`config.mk`:
```
export PLATFORM = sky130hd
export DESIGN_NAME = apb_req_arbiter
export DESIGN_NICKNAME = d
export VERILOG_FILES = /design/src/rtl/apb_req_arbiter.sv
export SDC_FILE = /design/constraint.sdc
export NUM_CORES = 1
export LEC_CHECK = 0
export CAP_MARGIN = 20
export CORE_AREA = 2 2 70 72
export DETAILED_ROUTE_END_ITERATION = 10
export DIE_AREA = 0 0 72 74
export HOLD_SLACK_MARGIN = 0.1
export PLACE_DENSITY = 0.76
export SLEW_MARGIN = 40
export SYNTH_ARGS = -nofsm -noshare
export SYNTH_HDL_FRONTEND = slang
export SYNTH_SLANG_ARGS = --single-unit
```
`constraint.sdc`:
```
create_clock -name pclk -period 2.6 [get_ports pclk]
set_clock_uncertainty 0.1 [all_clocks]
set_input_delay 0.52 -clock pclk [delete_from_list [all_inputs] [get_ports pclk]]
set_output_delay 0.52 -clock pclk [all_outputs]
set_load 0.05 [all_outputs]
```
`src/rtl/apb_req_arbiter.sv`:
```
// Two-requester round-robin APB master: arbitrates, runs SETUP/ACCESS, returns a done pulse.
// Optional ACCESS timeout is compiled in when APB_ARB_TIMEOUT_EN is defined.
module apb_req_arbiter #(
  parameter int unsigned TIMEOUT_CYCLES = 16
) (
  input  logic       pclk,
  input  logic       preset,
  input  logic       req0,
  input  logic       req1,
  input  logic [8:0] addr0,
  input  logic [8:0] addr1,
  input  logic       wr0,
  input  logic       wr1,
  input  logic [7:0] wdata0,
  input  logic [7:0] wdata1,
  output logic       done0,
  output logic       done1,
  output logic [7:0] rdata,
  output logic       err,
  output logic [8:0] paddr,
  output logic [7:0] pwdata,
  output logic       pwrite,
  output logic       penable,
  output logic       psel1,
  output logic       psel2,
  input  logic [7:0] prdata,
  input  logic       pready,
  input  logic       pslverr
);

  typedef enum logic [1:0] {
    IDLE   = 2'd0,
    SETUP  = 2'd1,
    ACCESS = 2'd2
  } state_t;

  state_t state, state_nxt;
  logic   gnt, last_gnt;
  logic   elig0, elig1, win;
  logic   grant_now, complete, timed_out;

  if (TIMEOUT_CYCLES < 2 || TIMEOUT_CYCLES > 255) begin : g_bad_timeout
    $error("apb_req_arbiter: TIMEOUT_CYCLES must be in 2..255");
  end

  // A requester whose done pulse is on the bus this cycle is not eligible.
  always_comb begin
    elig0     = req0 & ~done0;
    elig1     = req1 & ~done1;
    win       = (elig0 & elig1) ? ~last_gnt : elig1;
    grant_now = 1'b0;
    complete  = 1'b0;
    state_nxt = state;
    case (state)
      IDLE: begin
        if (elig0 | elig1) begin
          grant_now = 1'b1;
          state_nxt = SETUP;
        end
      end
      SETUP:  state_nxt = ACCESS;
      ACCESS: begin
        if (pready | timed_out) begin
          complete  = 1'b1;
          state_nxt = IDLE;
        end
      end
      default: state_nxt = IDLE;
    endcase
  end

`ifdef APB_ARB_TIMEOUT_EN
  localparam logic [7:0] LAST_WAIT = 8'(TIMEOUT_CYCLES - 1);
  logic [7:0] wait_cnt;

  always_ff @(posedge pclk or posedge preset) begin
    if (preset)                          wait_cnt <= '0;
    else if (state == SETUP)             wait_cnt <= '0;
    else if (state == ACCESS && !pready) wait_cnt <= wait_cnt + 8'd1;
  end

  // pready on the terminal-count cycle takes precedence over the timeout.
  assign timed_out = (state == ACCESS) && !pready && (wait_cnt == LAST_WAIT);
`else
  assign timed_out = 1'b0;
`endif

  always_ff @(posedge pclk or posedge preset) begin
    if (preset) begin
      state    <= IDLE;
      gnt      <= 1'b0;
      last_gnt <= 1'b1;
      paddr    <= '0;
      pwdata   <= '0;
      pwrite   <= 1'b0;
      rdata    <= '0;
      err      <= 1'b0;
      done0    <= 1'b0;
      done1    <= 1'b0;
    end else begin
      state <= state_nxt;
      done0 <= 1'b0;
      done1 <= 1'b0;
      if (grant_now) begin
        gnt      <= win;
        last_gnt <= win;
        paddr    <= win ? addr1  : addr0;
        pwdata   <= win ? wdata1 : wdata0;
        pwrite   <= win ? wr1    : wr0;
      end
      if (complete) begin
        done0 <= ~gnt;
        done1 <= gnt;
        err   <= pready ? pslverr : 1'b1;
        if (!pwrite) rdata <= pready ? prdata : '0;
      end
    end
  end

  assign psel1   = (state != IDLE) & ~paddr[8];
  assign psel2   = (state != IDLE) &  paddr[8];
  assign penable = (state == ACCESS);

endmodule

```
==> metrics.yaml, run 1 <==
clock_tree:
  cts_buffers: 5
  clkSlewWorstSetupHoldPaths_ps: 70
  cts_tree: "done"
  cts_buffer_depth: 2
  cts-hold-fix-buffers: 0
  cts_resized: 0
  clock_sinks: 33
  cts_root_buf: "clkbuf_8"
  post_cts_buffers: 0
  htree_levels: 2
  insertion_delay_ps: 280
worst_hold_path:
  worstHoldStart: "gnt"
  hp-class: "reg -> reg"
  holdPathEnd: "done0"
  holdPathStages: 1
timing:
  timing.final.crit_share_pct: 88.5
  fin_crit_ps: 2300
  max_slew_margin_pct: 65.8
  fmax_ghz: 0.434
  maxSlewViolCount: 0
  fin_ws_ps: 298
  worst_pin_slew_ps: 512
  hold_viol: 0
  grt_setup_unrepaired: "false"
  setup_viol: 0
  fin_tns_setup_ps: 0
finish:
  nNetsFinal: 284
  antenna_cells: 0
  area_growth_pct: 56.5
  drive_gt1_share_pct: 23.4
  final_cell_mix: "clkdlybuf4s50_1, dfrtp_1, a2bb2oi_1"
  layout.cells.most_common: "clkdlybuf4s50_1"
setup_path:
  r2r_end: "paddr[4]"
  cp-end-kind: "output pin"
  critPathMaxFanout: 5
  cp_num_cells: 2
  worstPathArrival_ps: 1680
  crit_slowest_cell: "clkdlybuf4s50_1"
  r2r_start: "state[1]"
  max_stage_delay_ps: 820
  cp_top_family: "buffers and inverters"
  path_buf_inv: 1
  required_ps: 1980
  worst_setup_path_start_kind: "register"
  worstPathCellList: "nor2b_1 -> clkdlybuf4s50_1"
  regToRegSetupSlack_ps: 830
  path_class: "reg -> out"
  rr_worst_depth: 4
floorplanning:
  ios: 82
  start_util_pct: 38.1
  coreArea_sq_um: 4600
  rows: 25
  dieWidth_microns: 72
  die_y_microns: 74
  die_area_sq_um: 5330
power:
  seqPwrFrac_pct: 25.4
  total_leakage_power_nw: 1.13
  internal_power_mw: 1.96
  power.net_switching_mw: 1.71
  power_density_nw_per_um2: 1340
  ir_drop_mv: 1.04
  switching_share_pct: 46.5
  comb_power_share_pct: 61.4
  p_clk_share_pct: 13.2
grt:
  grt_max_degree: 34
  gr-total-overflow: 0
  grt_pass1_vias: 1531
  grt_pass1_wl_microns: 7390
  grt_usage_pct: 17.9
  antenna_found_initial: 0
synth:
  synth_top_area_cell: "dfrtp_1"
  syn-cell-area_sq_um: 1750
  synthDistinctLibCells: 25
  synth_top_area_share_pct: 45.7
  ys_seq_area_share_pct: 47.2
  yosys-top-cells-area: "dfrtp_1, and3b_2, a2bb2oi_1, a221oi_1, mux2_2"
  synthArstFlopShare_pct: 100
  syn_inst: 149
  syn_nets: 199
  yosys_warnings: 0
  synth_top_flop_cell: "dfrtp_1"
  synth_edf_count: 0
  syn_avg_cell_area_sq_um: 11.8
  ys_ff_latch: 33
placement:
  hpwl_microns: 3270
  place_congestion: 0.749
  post-place-ws_ps: 481
  io_buffers: 81
detailed_routing:
  wl_per_cell_microns: 15.7
  wirelength_microns: 4550
  final_antenna_net_count: 0
  first_iter_violations: 126
  via_per_inst: 5.31
  post-route-drc-count: 0
  first_pass_iters: 4
  dr_total_vias: 1535
flow_run:
  maxCapViolCount: 0
run_status:
  outcome: "finished clean"
[sequential cells by signal, summed over array words and instances, names as in the netlist]
name      count
done0         1
done1         1
err           1
gnt           1
last_gnt      1
paddr         9
pwdata        8
pwrite        1
rdata         8
state         2
[cell families (layout without fill, tap and decap cells)]
group	count (synthesis)	count (layout)	share of synthesized area, %
AO/OA/AOI/OAI	55	55	24.4
buffers and inverters	17	103	5.50
flip-flops	33	33	47.2
multiplexers	12	12	7.92
AND/OR/NAND/NOR	32	32	15.0
[worst reg2reg max path, stage by stage (launching register included)]
cell       delay, ps
dfrtp_1          410
or2_2            470
a21oi_4          300
buf_4            220
a2bb2oi_1        190
[area by class of cell]
cell class	instances	area (sq um)
Fill cell	378	1860
Timing Repair Buffer	93	896
Multi-Input combinational cell	99	830
Sequential cell	33	827
Clock buffer	5	68.8
Tap cell	54	67.6
Clock inverter	3	46.3
Inverter	2	7.51
[how the worst max path moves through the flow]
stage / startpoint / to / slack, ps
after floorplan: state[1] / psel1 / 750
after global placement: pready / rdata[6] / 520
after detailed placement: pready / rdata[6] / 480
after CTS: state[0] / penable / 280
after global routing: state[1] / penable / 260
final: state[0] / penable / 300
[power groups by stage]
| stage | clock (mW) | combinational [mW] | sequential, mW |
|---|---|---|---|
| floorplan | 0 | 0.819 | 1.67 |
| global placement | 0 | 2.24 | 0.934 |
| detailed placement | 0 | 2.26 | 0.940 |
| CTS | 0.501 | 2.27 | 0.936 |
| global route | 0.528 | 2.38 | 0.967 |
| finish | 0.484 | 2.25 | 0.934 |
[per-stage QoR]
| step | hold WS [ps] | total power [mW] | util (%) | area [sq um] | cells |
|---|---|---|---|---|---|
| final | 364 | 3.67 | 59.6 | 2740 | 289 |
| after global routing | 388 | 3.87 | 59.6 | 2740 | 289 |
| after CTS | 371 | 3.71 | 59.6 | 2740 | 289 |
| after detailed placement | 352 | 3.20 | 57.1 | 2630 | 281 |
| after global placement | 350 | 3.18 | 57.1 | 2630 | 281 |
| after floorplan | 313 | 2.49 | - | 1750 | 149 |
[cells in the mapped netlist, types with 3 or more instances]
cell type	count
mux2_2	11
dfrtp_1	32
nor2_1	3
buf_6	3
a221oi_1	17
buf_2	5
and3b_1	3
a2bb2oi_1	18
and3b_2	16
clkbuf_1	6
o21ai_0	16
[metal layers]
layer	global-route usage [%]	routed length [microns]	vias to the layer above
li1	-	-	747
met1	24.0	2030	729
met2	28.2	2190	57
met3	5.42	309	2
met4	5.24	21	0
met5	0	0	-
(Power assumes the default switching activity.)
==> inputs of run 2 (changes only) <==
CTS_CLUSTER_DIAMETER = 100   (was default)
==> results of run 2 <==
The final DEF is identical to that of run 1; final timing and power are the same.
==> inputs of run 3 (changes only) <==
CAP_MARGIN = default   (was 20)
CORE_AREA = 10 10 78 80   (was 2 2 70 72)
DIE_AREA = 0 0 88 90   (was 0 0 72 74)
SETUP_SLACK_MARGIN = 0.05   (was default)
==> run 3 against run 2 <==
  * Routed wire length is 14% higher
  * Highest routed layer unchanged
  * Largest cell class unchanged
  * Total power shrank 1.4%
  * Register-to-register slack worse by 130 ps
  * Sequential cell count unchanged
  * Largest power group unchanged
==> metrics.yaml, run 3 (synthesis results as in run 1) <==
floorplanning:
  rows: 25
  die_area_sq_um: 7920
  ios: 82
  start_util_pct: 38.1
  coreArea_sq_um: 4600
  die_y_microns: 90
  dieWidth_microns: 88
detailed_routing:
  dr_total_vias: 1551
  wirelength_microns: 5190
  first_iter_violations: 72
  final_antenna_net_count: 0
  first_pass_iters: 4
  via_per_inst: 5.40
  post-route-drc-count: 0
  wl_per_cell_microns: 18.1
placement:
  place_area_sq_um: 2610
  io_buffers: 81
  post-place-ws_ps: 415
  hpwl_microns: 3860
  place_congestion: 0.745
  dp_cells: 279
setup_path:
  regToRegSetupSlack_ps: 700
  required_ps: 1980
  path_buf_inv: 1
  worstPathCellList: "nor2b_1 -> clkdlybuf4s50_1"
  cp_top_family: "buffers and inverters"
  rr_worst_depth: 4
  max_stage_delay_ps: 830
  cp-end-kind: "output pin"
  path_class: "reg -> out"
  crit_slowest_cell: "clkdlybuf4s50_1"
  r2r_start: "state[1]"
  worstPathArrival_ps: 1690
  critPathMaxFanout: 5
  worst_setup_path_start_kind: "register"
  r2r_end: "pwdata[5]"
timing:
  maxSlewViolCount: 0
  fin_tns_setup_ps: 0
  grt_setup_unrepaired: "false"
  hold_ws_ps: 362
  hold_viol: 0
  fin_crit_ps: 2310
  worst_pin_slew_ps: 523
  fin_ws_ps: 288
  setup_viol: 0
  fmax_ghz: 0.432
  timing.final.crit_share_pct: 88.9
  max_slew_margin_pct: 65.0
grt:
  grt_pass1_vias: 1624
  grt_max_degree: 34
  grt_usage_pct: 12.9
  gr-total-overflow: 0
  grt_pass1_wl_microns: 8340
  antenna_found_initial: 0
finish:
  top_regs: "paddr x9, pwdata x8, rdata x8"
  drive_gt1_share_pct: 22.7
  fin_cells: 287
  layout.cells.most_common: "clkdlybuf4s50_1"
  final_cell_mix: "clkdlybuf4s50_1, dfrtp_1, a2bb2oi_1"
  area_growth_pct: 54.8
  fin_area_sq_um: 2710
  antenna_cells: 0
  nNetsFinal: 282
  top_register: "paddr"
  largest_reg_flops: 9
  utilization_pct: 59.0
worst_hold_path:
  hp-class: "reg -> reg"
  holdPathStages: 1
  holdPathEnd: "done0"
  worstHoldStart: "gnt"
clock_tree:
  clock_sinks: 33
  cts-hold-fix-buffers: 0
  cts_root_buf: "clkbuf_8"
  cts_tree: "done"
  htree_levels: 2
  cts_resized: 0
  insertion_delay_ps: 290
  cts_buffer_depth: 2
  cts_buffers: 5
  post_cts_buffers: 0
  clkSlewWorstSetupHoldPaths_ps: 70
power:
  total_power_mw: 3.62
  total_leakage_power_nw: 1.12
  power_density_nw_per_um2: 1330
  ir_drop_mv: 0.674
flow_run:
  maxCapViolCount: 0
run_status:
  outcome: "finished clean"
-- run 3: cell types whose count changed in the layout (fill, tap and decap cells not counted), sizes merged --
cell | previous run | this run
buf | 14 | 12
clkinvlp | 1 | 0
clkbuf | 5 | 7
bufinv | 1 | 0
-- run 3: worst max-delay path by stage --
stage	end	depth (start not counted)	start
final	penable	2	state[0]
after global routing	penable	2	state[0]
after CTS	penable	2	state[0]
after detailed placement	rdata[3]	4	pready
after global placement	rdata[4]	4	pready
after floorplan	psel1	3	state[1]
-- run 3: layout make-up --
cell class	instances	area (sq um)
inverter	2	7.51
timing repair buffer	91	881
tap	54	67.6
sequential	33	827
clock inverter	1	5.00
multi-input combinational	99	830
clock buffer	7	96.3
fill	417	1880
-- run 3: routing by layer --
| layer | track usage [%] | share of wire [%] | vias up |
|---|---|---|---|
| li1 | - | - | 743 |
| met1 | 16.0 | 43 | 749 |
| met2 | 19.2 | 45 | 54 |
| met3 | 6.95 | 11 | 5 |
| met4 | 2.79 | 0.83 | 0 |
| met5 | 0 | 0 | - |
-- run 3: power breakdown --
| group | internal [mW] | total, mW | leakage [nW] | switching (mW) |
|---|---|---|---|---|
| Sequential | 0.772 | 0.922 | 0.385 | 0.151 |
| Combinational | 0.891 | 2.26 | 0.682 | 1.37 |
| Clock | 0.240 | 0.438 | 0.0542 | 0.198 |
==> RTL change (settings of run 2) <==
Encoding of `state_t`: now one-hot (3 bits for 3 states).
--- a/src/rtl/apb_req_arbiter.sv
+++ b/src/rtl/apb_req_arbiter.sv
@@ -30,6 +30,6 @@
 
-  typedef enum logic [1:0] {
-    IDLE   = 2'd0,
-    SETUP  = 2'd1,
-    ACCESS = 2'd2
+  typedef enum logic [2:0] {
+    IDLE   = 3'b001,
+    SETUP  = 3'b010,
+    ACCESS = 3'b100
   } state_t;
Behaviour: same outputs for any inputs over 10 cycles, from zero or initial values and one cycle with preset high; not proved beyond that.
==> RTL change against run 2 <==
  * Area after synthesis shrank 12%
  * Register-to-register slack lost 0.20 ns
  * Largest cell class is now registers
  * Count of clock-buffer cells in the layout grew 2
  * Power shrank 14%
  * Sequential share of layout area grew 4.4 points
  * Design area shrank 10%
  * Sequential cell count grew 1
  * Worst setup slack lost 0.19 ns
  * Routed wire length shrank 21%
==> RTL change: results (changes against run 2) <==
drt wl/cell=12.6 microns (was 15.7 microns); commonest cells in the synthesized netlist=nand2_1, dfrtp_1, nor2_1 (was dfrtp_1, a2bb2oi_1, a221oi_1); actual slew at the worst max-slew pin=0.763 ns (was 0.512 ns); CTS resizes=1 (was 0); Tot GR Track Use=0.140 (was 0.179); Final GP Congestion=0.757 (was 0.749); crit path DAT=1.87 ns (was 1.68 ns); Place WS=0.295 ns (was 0.481 ns); share of cells above drive strength 1=0.125 (was 0.234); CTS Root Cell=clkbuf_8 (unchanged); met1 WL=1.52 mm (was 2.03 mm); synthesized area per cell=10.4 sq um (was 11.8 sq um); Most used DFF post-synth=dfrtp_1 (unchanged); Routed met3 length=232 microns (was 309 microns); status=finished, final reports clean (unchanged); first-pass GRT wire length=5.74 mm (was 7.39 mm); clk_lat worst skew=0.27 ns; initial antenna violation count=0 (unchanged); final net count=281 (was 284); Compound-Gate Fraction of Synth Area=0.0945 (was 0.244); syn nets=197 (was 199); H-tree level count=2 (unchanged); CTS Buf Count=5 (unchanged); Detailed Route Iter0 Violations=52 (was 126); met2 wire length=1.80 mm (was 2.19 mm); Distinct cells, synth=26 (was 25); DR vias=1336 (was 1535); P_leak=1.07 nW (was 1.13 nW); Worst Hold Class=register to register (unchanged); Synth async-reset ratio=1.00 (unchanged); synth top area cells=dfrtp_1, nand2_1, a31oi_1 (was dfrtp_1, and3b_2, a2bb2oi_1); postcts setup bufs=0 (unchanged); drt via density=4.67 (was 5.31); # port buffers=81 (unchanged); top layer reached by signal wires=met4 (unchanged); sequential area share after synthesis=0.556 (was 0.472); HPWL Detailed=2.68 mm (was 3.27 mm); largest net degree at the start of global routing=35 (was 34); worst-path fanout max=6 (was 5); 1st-pass router iterations=4 (unchanged); Worst VDD drop=0.456 mV (was 1.04 mV); fraction of synthesized area in multiplexers=0.0986 (was 0.0792)
-- RTL change: changes by cell type after synthesis, moves of 3 or more --
cell | before | now
a31oi_1 | 0 | 18
a221oi_1 | 17 | 0
o21ai_0 | 16 | 0
a2bb2oi_1 | 18 | 1
clkbuf_1 | 6 | 2
nor2_1 | 3 | 22
and3b_1 | 3 | 0
and3b_2 | 16 | 0
nand2_1 | 0 | 37
buf_2 | 5 | 1
-- RTL change: path summary, 6_finish.rpt --
check                      startpoint        end  slack [ns]  depth (start not counted)
setup / recovery             state[1]    penable        0.11                          2
hold / removal                    gnt      done0        0.36                          1
setup reg to reg             state[0]  pwdata[6]        0.63                          5
hold reg to reg                   gnt      done0        0.36                          1
max in group asynchronous      preset   last_gnt        1.51                          3
min in group asynchronous      preset   rdata[2]        0.55                          3
-- RTL change: layer usage --
layer / vias to the layer above / track usage
met4: 0 / 0.0440
li1: 663 / -
met3: 4 / 0.0461
met1: 623 / 0.161
met2: 46 / 0.249
met5: - / 0
-- RTL change: cell type report --
class	count	area, sq um
timing repair buffer	85	840
multi-input combinational	103	609
clock inverter	1	5.00
tap	54	67.6
clock buffer	7	86.3
inverter	2	7.51
sequential	34	853
fill	443	2130
-- RTL change: worst max-delay path, cell delays in order, from the launching register on --
cell             delay, ns
dfrtp_1               0.46
nor3b_4               0.29
clkdlybuf4s50_1       0.85
-- RTL change: power breakdown --
group	internal [mW]	switching (mW)
Sequential	0.771	0.146
Clock	0.213	0.173
Combinational	0.685	1.16
Total	1.67	1.47
-- RTL change: stage by stage --
step                      area, sq um  hold slack (ns)
after floorplan                  1540            0.315
after global placement           2380            0.339
after detailed placement         2380            0.348
after CTS                        2470            0.357
after global routing             2470            0.394
final                            2470            0.359
